<file path="src/rtl/sha_pkg.sv">
// Shared types, constants and helpers for the SHA-256 message feeder.
package sha_pkg;

    localparam logic [7:0] SHA_START_CODE = 8'd17;
    localparam int         SHA_LEN_W      = 64;

    typedef enum logic [2:0] {
        ST_IDLE, ST_FILL, ST_PAD, ST_ISSUE, ST_WAIT, ST_CLEAR, ST_OUT
    } sha_state_t;

    // Commands understood by the block slot writer.
    typedef enum logic [2:0] {
        PC_NONE, PC_CLEAR, PC_WORD, PC_LAST, PC_EMPTY, PC_LENGTH, PC_TAIL, PC_DIGEST
    } pad_cmd_t;

    // H0..H7 initial values, IV[0] = H0.
    localparam logic [0:7][31:0] IV = {
        32'h6a09e667, 32'hbb67ae85, 32'h3c6ef372, 32'ha54ff53a,
        32'h510e527f, 32'h9b05688c, 32'h1f83d9ab, 32'h5be0cd19
    };

    function automatic logic [255:0] word_reverse256(input logic [255:0] v);
        logic [255:0] r;
        for (int k = 0; k < 8; k++) r[32*k +: 32] = v[255-32*k -: 32];
        return r;
    endfunction

    // IV in the core's chaining order: H0 in the least significant word.
    function automatic logic [255:0] iv_core();
        logic [255:0] r;
        for (int k = 0; k < 8; k++) r[32*k +: 32] = IV[k];
        return r;
    endfunction

    function automatic logic [2:0] last_bytes(input logic [1:0] nb);
        return (nb == 2'd0) ? 3'd4 : {1'b0, nb};
    endfunction

    // Keep the valid leading bytes of the final word and append the 0x80 marker if it fits.
    function automatic logic [31:0] pad_last_word(input logic [31:0] d, input logic [1:0] nb);
        case (nb)
            2'd1:    return {d[31:24], 24'h80_0000};
            2'd2:    return {d[31:16], 16'h8000};
            2'd3:    return {d[31:8], 8'h80};
            default: return d;
        endcase
    endfunction

endpackage

</file>
<file path="src/rtl/sha_pad_block.sv">
// Registered 16-slot message block writer; presents the block in core word order.
module sha_pad_block
    import sha_pkg::*;
#(
    parameter int LEN_W = SHA_LEN_W
) (
    input  logic             clk,
    input  logic             reset,
    input  pad_cmd_t         cmd,
    input  logic [3:0]       idx,
    input  logic [31:0]      data,
    input  logic [1:0]       nbytes,
    input  logic             lead_pad,
    input  logic [LEN_W-1:0] bit_len,
    input  logic [255:0]     digest_in,
    output logic [511:0]     block
);

    logic [31:0] slot_reg [16];
    logic [63:0] len64;

    assign len64 = 64'(bit_len);

    always_ff @(posedge clk or negedge reset) begin
        if (!reset) begin
            for (int i = 0; i < 16; i++) slot_reg[i] <= '0;
        end else begin
            case (cmd)
                PC_CLEAR: for (int i = 0; i < 16; i++) slot_reg[i] <= '0;
                PC_WORD:  slot_reg[idx] <= data;
                PC_LAST: begin
                    slot_reg[idx] <= pad_last_word(data, nbytes);
                    // A full final word pushes the marker into the next slot (or the next block at slot 15).
                    if (nbytes == 2'd0 && idx != 4'd15) slot_reg[idx + 4'd1] <= 32'h8000_0000;
                end
                PC_EMPTY: slot_reg[idx] <= 32'h8000_0000;
                PC_LENGTH: begin
                    slot_reg[14] <= len64[63:32];
                    slot_reg[15] <= len64[31:0];
                end
                PC_TAIL: begin
                    for (int i = 1; i < 14; i++) slot_reg[i] <= '0;
                    slot_reg[0]  <= lead_pad ? 32'h8000_0000 : 32'h0;
                    slot_reg[14] <= len64[63:32];
                    slot_reg[15] <= len64[31:0];
                end
                PC_DIGEST: begin
                    for (int i = 0; i < 8; i++) slot_reg[i] <= digest_in[255-32*i -: 32];
                    slot_reg[8] <= 32'h8000_0000;
                    for (int i = 9; i < 15; i++) slot_reg[i] <= '0;
                    slot_reg[15] <= 32'd256;
                end
                default: ;
            endcase
        end
    end

    genvar gi;
    generate
        for (gi = 0; gi < 16; gi++) begin : g_slot
            assign block[511-32*gi -: 32] = slot_reg[gi];
        end
    endgenerate

endmodule

</file>
<file path="src/rtl/sha_msg_feeder.sv">
// Pads a word-streamed message into 512-bit blocks, sequences the SHA-256 core and returns the digest.
// Build option SHA_MSG_FEEDER_DOUBLE_EN rehashes the digest once more (SHA256d).
module sha_msg_feeder
    import sha_pkg::*;
#(
    parameter logic [7:0] START_CODE = SHA_START_CODE,
    parameter int         LEN_W      = SHA_LEN_W
) (
    input  logic         clk,
    input  logic         reset,
    input  logic [31:0]  msg_data,
    input  logic         msg_valid,
    input  logic         msg_last,
    input  logic [1:0]   msg_bytes,
    input  logic         msg_empty,
    output logic         msg_ready,
    output logic [255:0] digest,
    output logic         digest_valid,
    input  logic         digest_ready,
    output logic [7:0]   core_start,
    output logic [511:0] core_block,
    output logic [255:0] core_h_in,
    output logic         core_reset,
    input  logic [255:0] core_h_out,
    input  logic         core_done
);

    sha_state_t       state_reg, state_next;
    logic [4:0]       idx_reg, idx_next;
    logic [4:0]       pad_slot_reg, pad_slot_next;
    logic [LEN_W-1:0] bit_len_reg, bit_len_next;
    logic             final_reg, final_next;
    logic             second_reg, second_next;
    logic [255:0]     h_in_reg, h_in_next;
    logic [255:0]     digest_reg, digest_next;
    logic             digest_valid_reg, digest_valid_next;
    logic [7:0]       core_start_reg;
    logic             core_reset_reg;
    pad_cmd_t         cmd;
`ifdef SHA_MSG_FEEDER_DOUBLE_EN
    logic             pass_reg, pass_next;
`endif

    always_ff @(posedge clk or negedge reset) begin
        if (!reset) begin
            state_reg        <= ST_IDLE;
            idx_reg          <= '0;
            pad_slot_reg     <= '0;
            bit_len_reg      <= '0;
            final_reg        <= 1'b0;
            second_reg       <= 1'b0;
            h_in_reg         <= iv_core();
            digest_reg       <= '0;
            digest_valid_reg <= 1'b0;
            core_start_reg   <= '0;
            core_reset_reg   <= 1'b1;
`ifdef SHA_MSG_FEEDER_DOUBLE_EN
            pass_reg         <= 1'b0;
`endif
        end else begin
            state_reg        <= state_next;
            idx_reg          <= idx_next;
            pad_slot_reg     <= pad_slot_next;
            bit_len_reg      <= bit_len_next;
            final_reg        <= final_next;
            second_reg       <= second_next;
            h_in_reg         <= h_in_next;
            digest_reg       <= digest_next;
            digest_valid_reg <= digest_valid_next;
            core_start_reg   <= (state_next == ST_ISSUE) ? START_CODE : 8'd0;
            core_reset_reg   <= (state_next == ST_CLEAR);
`ifdef SHA_MSG_FEEDER_DOUBLE_EN
            pass_reg         <= pass_next;
`endif
        end
    end

    always_comb begin
        state_next        = state_reg;
        idx_next          = idx_reg;
        pad_slot_next     = pad_slot_reg;
        bit_len_next      = bit_len_reg;
        final_next        = final_reg;
        second_next       = second_reg;
        h_in_next         = h_in_reg;
        digest_next       = digest_reg;
        digest_valid_next = digest_valid_reg;
        cmd               = PC_NONE;
        msg_ready         = 1'b0;
`ifdef SHA_MSG_FEEDER_DOUBLE_EN
        pass_next         = pass_reg;
`endif
        case (state_reg)
            ST_IDLE: begin
                cmd         = PC_CLEAR;
                idx_next    = '0;
                final_next  = 1'b0;
                second_next = 1'b0;
                state_next  = ST_FILL;
            end
            ST_FILL: begin
                msg_ready = (idx_reg < 5'd16);
                if (msg_valid && msg_ready) begin
                    if (msg_last) begin
                        if (msg_empty) begin
                            cmd           = PC_EMPTY;
                            pad_slot_next = idx_reg;
                        end else begin
                            cmd           = PC_LAST;
                            bit_len_next  = bit_len_reg + LEN_W'({last_bytes(msg_bytes), 3'b000});
                            pad_slot_next = (msg_bytes == 2'd0) ? idx_reg + 5'd1 : idx_reg;
                        end
                        state_next = ST_PAD;
                    end else begin
                        cmd          = PC_WORD;
                        bit_len_next = bit_len_reg + LEN_W'(32);
                        idx_next     = idx_reg + 5'd1;
                        if (idx_reg == 5'd15) state_next = ST_ISSUE;
                    end
                end
            end
            ST_PAD: begin
                // Length needs slots 14-15 free; otherwise a trailing length-only block follows.
                if (second_reg) begin
                    cmd         = PC_TAIL;
                    final_next  = 1'b1;
                    second_next = 1'b0;
                end else if (pad_slot_reg <= 5'd13) begin
                    cmd        = PC_LENGTH;
                    final_next = 1'b1;
                end else begin
                    second_next = 1'b1;
                end
                state_next = ST_ISSUE;
            end
            ST_ISSUE: state_next = ST_WAIT;
            ST_WAIT: begin
                if (core_done) begin
                    h_in_next  = word_reverse256(core_h_out);
                    state_next = ST_CLEAR;
                end
            end
            ST_CLEAR: begin
                cmd      = PC_CLEAR;
                idx_next = '0;
                if (final_reg) begin
`ifdef SHA_MSG_FEEDER_DOUBLE_EN
                    if (!pass_reg) begin
                        cmd        = PC_DIGEST;
                        pass_next  = 1'b1;
                        h_in_next  = iv_core();
                        state_next = ST_ISSUE;
                    end else begin
                        digest_next       = word_reverse256(h_in_reg);
                        digest_valid_next = 1'b1;
                        state_next        = ST_OUT;
                    end
`else
                    digest_next       = word_reverse256(h_in_reg);
                    digest_valid_next = 1'b1;
                    state_next        = ST_OUT;
`endif
                end else if (second_reg) begin
                    state_next = ST_PAD;
                end else begin
                    state_next = ST_FILL;
                end
            end
            ST_OUT: begin
                if (digest_ready) begin
                    digest_valid_next = 1'b0;
                    bit_len_next      = '0;
                    h_in_next         = iv_core();
                    final_next        = 1'b0;
                    second_next       = 1'b0;
`ifdef SHA_MSG_FEEDER_DOUBLE_EN
                    pass_next         = 1'b0;
`endif
                    state_next        = ST_IDLE;
                end
            end
            default: state_next = ST_IDLE;
        endcase
    end

    sha_pad_block #(.LEN_W(LEN_W)) u_pad (
        .clk       (clk),
        .reset     (reset),
        .cmd       (cmd),
        .idx       (idx_reg[3:0]),
        .data      (msg_data),
        .nbytes    (msg_bytes),
        .lead_pad  (pad_slot_reg == 5'd16),
        .bit_len   (bit_len_reg),
        .digest_in (word_reverse256(h_in_reg)),
        .block     (core_block)
    );

    assign digest       = digest_reg;
    assign digest_valid = digest_valid_reg;
    assign core_start   = core_start_reg;
    assign core_reset   = core_reset_reg;
    assign core_h_in    = h_in_reg;

endmodule

</file>
<file path="config.mk">
export PLATFORM = sky130hd
export DESIGN_NAME = sha_msg_feeder
export DESIGN_NICKNAME = d
export VERILOG_FILES = /design/src/rtl/sha_pkg.sv /design/src/rtl/sha_pad_block.sv /design/src/rtl/sha_msg_feeder.sv
export SDC_FILE = /design/constraint.sdc
export NUM_CORES = 2
export LEC_CHECK = 0
export CORE_AREA = 2 2 514 516
export DETAILED_ROUTE_END_ITERATION = 6
export DIE_AREA = 0 0 516 518
export GPL_ROUTABILITY_DRIVEN = 0
export PLACE_DENSITY = 0.42
export SYNTH_ARGS = -nofsm -noshare
export SYNTH_HDL_FRONTEND = slang
export SYNTH_SLANG_ARGS = --single-unit
</file>
<file path="constraint.sdc">
create_clock -name clk -period 2.6 [get_ports clk]
set_input_delay 0.39 -clock clk [delete_from_list [all_inputs] [get_ports clk]]
set_output_delay 0.39 -clock clk [all_outputs]
set_load 0.01 [all_outputs]
</file>
; ---- After elaboration in Yosys (flattened, before gate mapping)
; Index checks and enable logic that the tools add are counted.
[totals]
output_inout_bits = 1035
input_bits = 297
register_bits = 1110
word_cells = 147
[op_classes]
eq_ne = 28
n_mux = 51
bitwise_logic = 8
n_lt_le_gt_ge = 6
reduce_logical = 23
n_addsub = 4
[ops]
columns = op, n
row1 = case mux 448 bit (6 select lines), 1
row2 = bitwise mux 512 bit, 2
row3 = AND 496 bit, 2
row4 = inverter 496 bit, 2
row5 = 2-to-1 mux 256 bit, 2
row6 = 2-to-1 mux 512 bit, 1
row7 = case mux 256 bit (2 select lines), 1
row8 = case mux 64 bit (6 select lines), 1
row9 = demux 32 bit (select 4 bit), 2
row10 = 2-to-1 mux 64 bit, 4
row11 = 2-to-1 mux 32 bit, 4
row12 = case mux 64 bit (2 select lines), 1
row13 = case mux 24 bit (3 select lines), 1
row14 = adder 64 x 6 -> 64 bit, 1
row15 = "adder 64 x 6 -> 64 bit, second input constant", 1
row16 = 2-to-1 mux 3 bit, 12
row17 = OR 16 bit, 2
row18 = 2-to-1 mux 5 bit, 5
row19 = "equality test 3 bit, second input constant", 8
row20 = case mux 3 bit (7 select lines), 1
row21 = "equality test 3 x 2 -> 1 bit, second input constant", 5
row22 = AND reduction 3 bit, 5
row23 = nonzero test 6 bit, 2
row24 = ">= comparator 5 bit, second input constant", 2
row25 = 28 further kinds, 52

; ---- Logic depth before layout (Yosys ltp)
[depth]
depth_word = 10
mapped_depth = 14
depth_no_buf = 8

; ---- By module
; A second synthesis with hierarchy kept.
[hier_totals]
hier_cells = 4880
area_unflattened_um2 = 51100.3
[modules_own_cells]
columns = module, instances, area_per_inst_um2, seq_area_each_um2, cells_each
row1 = sha_pad_block, 1, 27045.9, 12812.3, 2709
row2 = sha_msg_feeder, 1, 24054.3, 14960.6, 2171

; ---- Worst setup path before layout
; No wires, ideal clock.
[synth_timing]
path_type = input -> register
startpoint = input msg_bytes[1]
endpoint = register bit_len_reg[35]
path_buffers = 6
t_arrival_ns = 3.393
t_required_ns = 2.522
setup_time_ns = 0.078
stages = 14
path_slack_ns = -0.871
path_cell_list = or2_2 -> clkbuf_1 -> inv_1 -> buf_2 -> buf_1 -> clkbuf_1 -> ha_1 -> a21oi_1 -> a2bb2oi_1 -> or3_4 -> buf_2 -> clkbuf_1 -> o21ai_0 -> a21oi_1
[synth_between]
elab_chain_len = 7
[synth_lines]
columns = item, line
row1 = from (decl), sha_msg_feeder.sv:14  ; input logic [1:0] msg_bytes,
row2 = zero test 2 bit, sha_pkg.sv:36  ; return (nb == 2'd0) ? 3'd4 : {1'b0, nb};
row3 = 2-to-1 mux 3 bit *, sha_pkg.sv:36
row4 = adder 64 x 6 -> 64 bit *, sha_msg_feeder.sv:110  ; bit_len_next = bit_len_reg + LEN_W'({last_bytes(msg_bytes), 3'b000});
row5 = 2-to-1 mux 64 bit *, sha_msg_feeder.sv:105  ; if (msg_empty) begin
row6 = 2-to-1 mux 64 bit *, sha_msg_feeder.sv:104  ; if (msg_last) begin
row7 = 2-to-1 mux 64 bit *, sha_msg_feeder.sv:103  ; if (msg_valid && msg_ready) begin
row8 = case mux 64 bit (2 select lines) *, sha_msg_feeder.sv:93  ; case (state_reg)
row9 = to (signal assigned), sha_msg_feeder.sv:64  ; bit_len_reg <= bit_len_next;
row10 = to (decl), sha_msg_feeder.sv:31  ; logic [LEN_W-1:0] bit_len_reg, bit_len_next;
; Every way passes the cells marked *; elsewhere a longest branch is shown, timed or not. The select of a mux whose other input is x is not followed.
; A chain may end at the register's enable or synchronous reset.

; ---- Worst setup path in the final report
[layout_timing]
startpoint = register state_reg[1]
endpoint = register u_pad.slot_reg, in the netlist u_pad.block[510]
[layout_between]
elab_chain_len = 5
word_cells_on_any_way = 14
classes_between = eq/ne (9) / mux (2) / reduce/logical (3)
[layout_lines]
columns = item, line
row1 = from (decl), sha_msg_feeder.sv:28  ; sha_state_t state_reg, state_next;
row2 = from (signal assigned), sha_msg_feeder.sv:61  ; state_reg <= state_next;
row3 = equality test 3 bit / zero test 3 bit (equally long branches), sha_msg_feeder.sv:93
row4 = OR reduction 2 bit (no line), -
row5 = case mux 3 bit (3 select lines) *, sha_msg_feeder.sv:93
row6 = equality test 3 bit (tied with other cells), sha_pad_block.sv:28  ; case (cmd)
row7 = case mux 448 bit (6 select lines) / nonzero test 6 bit (equally long branches), -
row8 = "to (signal, indexed assignment)", sha_pad_block.sv:30  ; PC_WORD: slot_reg[idx] <= data;
row9 = "to (signal, indexed assignment)", sha_pad_block.sv:32  ; slot_reg[idx] <= pad_last_word(data, nbytes);
row10 = to (decl), sha_pad_block.sv:19  ; logic [31:0] slot_reg [16];
; Every way passes the cells marked *; elsewhere a longest branch is shown, timed or not.

==> impl_results.md <==
- Status: finished with violations
- Violated checks: setup timing
- Hold Vio Cnt, Final: 0
- Final setup margin: -0.0581 ns
- Min cycle time layout: 2.66 ns
- Routed wire length: 307 mm
- Avg Cell Area, Syn: 11.5 µm²
- Die ar.: 267,000 µm²
- Internal: 0.0504 W
- Post-Layout Inst Area: 76,500 µm²
- Peak supply drop: 0.630 mV
- Simple logic cell fraction of the synthesized area: 8.21%
- Top FF cell, synth: dfrtp_1
- DR WL met2: 153 mm
- Max Fanout on Critical Path: 8
- Placed inst area: 69,300 µm²
- Crit Path Class: reg2reg
- Area occupied by multi-input gates: 18,800 µm²
- Root Buffer: clkbuf_16
- Vias per inst: 4.69
- Slew margin rel.: 31.6%
- CTS tree: built
- Met1 WL: 114 mm
- Mapped Cells: 4,102
- Worst-margin pin slew: 1.02 ns
- Compound-cell area share of the yosys netlist: 22.0%
- Post-synthesis mux area share: 6.26%
- Critical Path Most Common Cell: buf_12
- Psw: 0.0323 W
- Largest family of logic cells by synthesized area: compound AO/OA/AOI/OAI gates
- Avg WL per Cell: 32.3 µm
- GRT Total Usage: 21.7%
- DRT Pass-1 Iters: 6
- Max clock buf depth: 3
- Starting DRT DRC Count: 3,770
- Die Y: 518 µm
- Area growth, synth to finish: 62.3%
- Register share of total power: 32.9%
- Crit-path cells: or4b_4 -> buf_6 -> nor3_4 -> o2111a_2 -> buf_12 -> buf_12 -> o21ai_4 -> buf_12 -> clkbuf_16 -> a22o_1
- Xor and xnor area share after synthesis: 0.241%
- Syn. warnings: 0
- CP required: 3.27 ns
- Max stage delay cell, worst path: or4b_4
- First-pass GRT wire length: 401 mm
- CTS Buf Count: 140
- Vias: 44,600
- Max Freq: 0.376 GHz
- Core area: 262,000 µm²
- Top-level port count: 1,332
- WL met3: 25.8 mm
- # H-tree levels: 4
- FF+latch count, synth: 1,103
- Synth Area in Adders: 0.334%
- Unrepaired setup endpoints after global routing: yes
- Sw Share: 39.0%
- Starting Density: 18.0%
- Pins Over Slew Limit: 0
- Mapped Area: 47,200 µm²
- Final setup vio count: 136
- Peak per-stage delay on the critical path: 0.61 ns
- Setup Skew: 0.0544 ns
- Final cell count without fillers: 9,519
- Async S/R FF share, synth: 100%
- Crit. End Element: flip-flop
- Final core occ: 29.3%
- Die width: 516 µm
- Nets@finish: 6,184
- Clk pwr share: 24.3%
- Residual DRC: 0
- Worst Hold Class: in2reg
- Final-layout fill cell count: 27,100
- Fraction of layout cells with a size suffix above 1: 24.9%
- Top Layer Used: met5
- Setup WS pre-CTS: -0.638 ns
- Post-synth EDFFs: 0
- Period utilisation layout: 102%
- Largest net degree at the start of global routing: 96
- Clock slew at reported path FFs: 0.06 ns
- Element type at the critical path start: flip-flop
- Initial antenna violation count: 40
- Synth cell types: 85
- Grt ovf: 0
- Arr. time, crit path: 3.33 ns
- Seq/Total Area, Yosys: 58.9%
- Vias in the first global route: 44,200
- Worst-Skew Late Latency: 0.82 ns
- DP Wirelength: 235 mm
- Comb pwr share: 42.8%
- Leakage Power: 33.1 nW
- Clock sink count: 1,103
- Reg area: 27,800 µm²
- Dpl cells: 9,165
- Row count: 188
- Max-Cap Viols: 0
- Port buffer count: 1,325
- Post-route ant nets: 0
- Largest register FFs: 512
- Pwr dens: 1080 nW/µm²
-- per-layer routing --
metal  vias to the layer above  GRT usage (%)
li1                      18900              -
met1                     23100           24.5
met2                      2168           37.8
met3                       457           6.36
met4                        12           9.00
met5                         -              0
-- cell usage in the layout, fill, tap and decap left out, types with 11 or more instances in the layout --
master / n
inv_1: 98
o22a_1: 21
buf_4: 483
o211ai_1: 13
a221oi_2: 60
nor2_1: 64
o21a_1: 13
or4_1: 28
diode_2: 16
a22o_1: 469
and2_1: 34
clkbuf_16: 163
nand2_1: 413
and3_1: 15
a21oi_1: 136
buf_12: 127
o21ai_4: 11
a21boi_0: 14
o211a_1: 20
dfrtp_1: 965
a21oi_2: 12
clkbuf_1: 37
o22ai_1: 21
clkinv_2: 20
a31oi_1: 40
nor3_1: 17
o31ai_1: 50
nand3_1: 78
clkdlybuf4s50_1: 1318
mux2_2: 257
clkbuf_8: 26
a21o_1: 36
nand2b_1: 15
or3_1: 12
dfstp_2: 137
buf_6: 33
a22oi_1: 26
nand4_1: 48
a221o_1: 33
o21ai_0: 324
-- stage by stage --
stage | hold slack, ns | total power, W | setup TNS, ns
CTS | 0.0776 | 0.0804 | -4.01
finish | 0.177 | 0.0827 | -3.14
global route | 0.139 | 0.0858 | -15.06
detailed placement | 0.453 | 0.0588 | -284.75
floorplan | 0.0944 | 0.0363 | -3.29
global placement | 0.448 | 0.0587 | -278.53
-- logic make-up after synthesis --
family	after synthesis
fa+ha+maj	12
flops	1103
simple gates	816
other cells	1
xor+xnor	13
buf+inv	471
compound gates	1423
mux	263
-- path summary, 6_finish.rpt --
| check | slack, ns | cells after the start | from | to |
|---|---|---|---|---|
| setup / recovery | -0.06 | 10 | state_reg[1]$_DFF_PN0_ | u_pad.block[510]$_DFFE_PN0P_ |
| hold / removal | 0.18 | 3 | core_h_out[14] | core_h_in[238]$_DFFE_PN1P_ |
| setup reg to reg | -0.06 | 10 | state_reg[1]$_DFF_PN0_ | u_pad.block[510]$_DFFE_PN0P_ |
| hold reg to reg | 0.46 | 2 | core_h_in[111]$_DFFE_PN1P_ | core_h_in[111]$_DFFE_PN1P_ |
| max in group asynchronous | 1.37 | 3 | reset | core_h_in[30]$_DFFE_PN1P_ |
| min in group asynchronous | 0.59 | 3 | reset | u_pad.block[501]$_DFFE_PN0P_ |
-- final cells by class --
class / count / area share, %
Sequential cell: 1103 / 36.3
Timing Repair Buffer: 1994 / 26.7
Multi-Input combinational cell: 2536 / 24.5
Tap cell: 3515 / 5.75
Clock buffer: 205 / 5.29
Clock inverter: 50 / 0.834
Inverter: 100 / 0.500
Antenna cell: 16 / 0.0523
-- power by group through the flow --
stage | registers (W) | logic [W] | clock network, W
finish | 0.0272 | 0.0354 | 0.0201
global route | 0.0276 | 0.0368 | 0.0213
CTS | 0.0272 | 0.0325 | 0.0206
detailed placement | 0.0274 | 0.0314 | 0
global placement | 0.0274 | 0.0313 | 0
floorplan | 0.0269 | 0.00937 | 0
-- timing repair --
item	CTS	global route
cloned	4	33
pin swaps	52	150
hold buffers	1	0
setup endpoints to repair	502	483
gates resized for setup	108	154
buffers inserted	10	39
endpoints found under the hold margin	112	0
-- critical path, delay by kind of cell (launching register included) --
kind            cells  cell delay, ns
flops               1            0.39
simple gates        2            0.77
compound gates      3            0.56
buf+inv             5            0.79
-- synthesized netlist by cell type (12+ instances only) --
library cell / n / share of area (%)
o22a_1: 21 / 0.39
a221oi_1: 74 / 1.4
or3_1: 12 / 0.16
dfrtp_1: 966 / 51
buf_2: 63 / 0.67
dfstp_2: 137 / 7.6
nand3_1: 85 / 0.90
nor3_1: 20 / 0.21
o21a_1: 14 / 0.22
a31oi_1: 41 / 0.54
or4_1: 32 / 0.51
nand2b_1: 16 / 0.21
a21boi_0: 25 / 0.40
o22ai_1: 21 / 0.28
a221o_1: 33 / 0.70
and3_1: 17 / 0.23
o31ai_1: 61 / 0.97
nor2_1: 69 / 0.55
clkbuf_1: 274 / 2.2
nand4_1: 48 / 0.64
buf_1: 22 / 0.18
a21o_1: 36 / 0.57
a21oi_1: 148 / 1.6
nor4_1: 20 / 0.27
a22oi_1: 26 / 0.41
and2_1: 35 / 0.46
o211a_1: 20 / 0.42
o21ai_0: 331 / 3.5
mux2_2: 257 / 6.1
nand2_1: 418 / 3.3
inv_1: 99 / 0.79
a22o_1: 469 / 8.7
o211ai_1: 13 / 0.21
(Power assumes the default switching activity.)
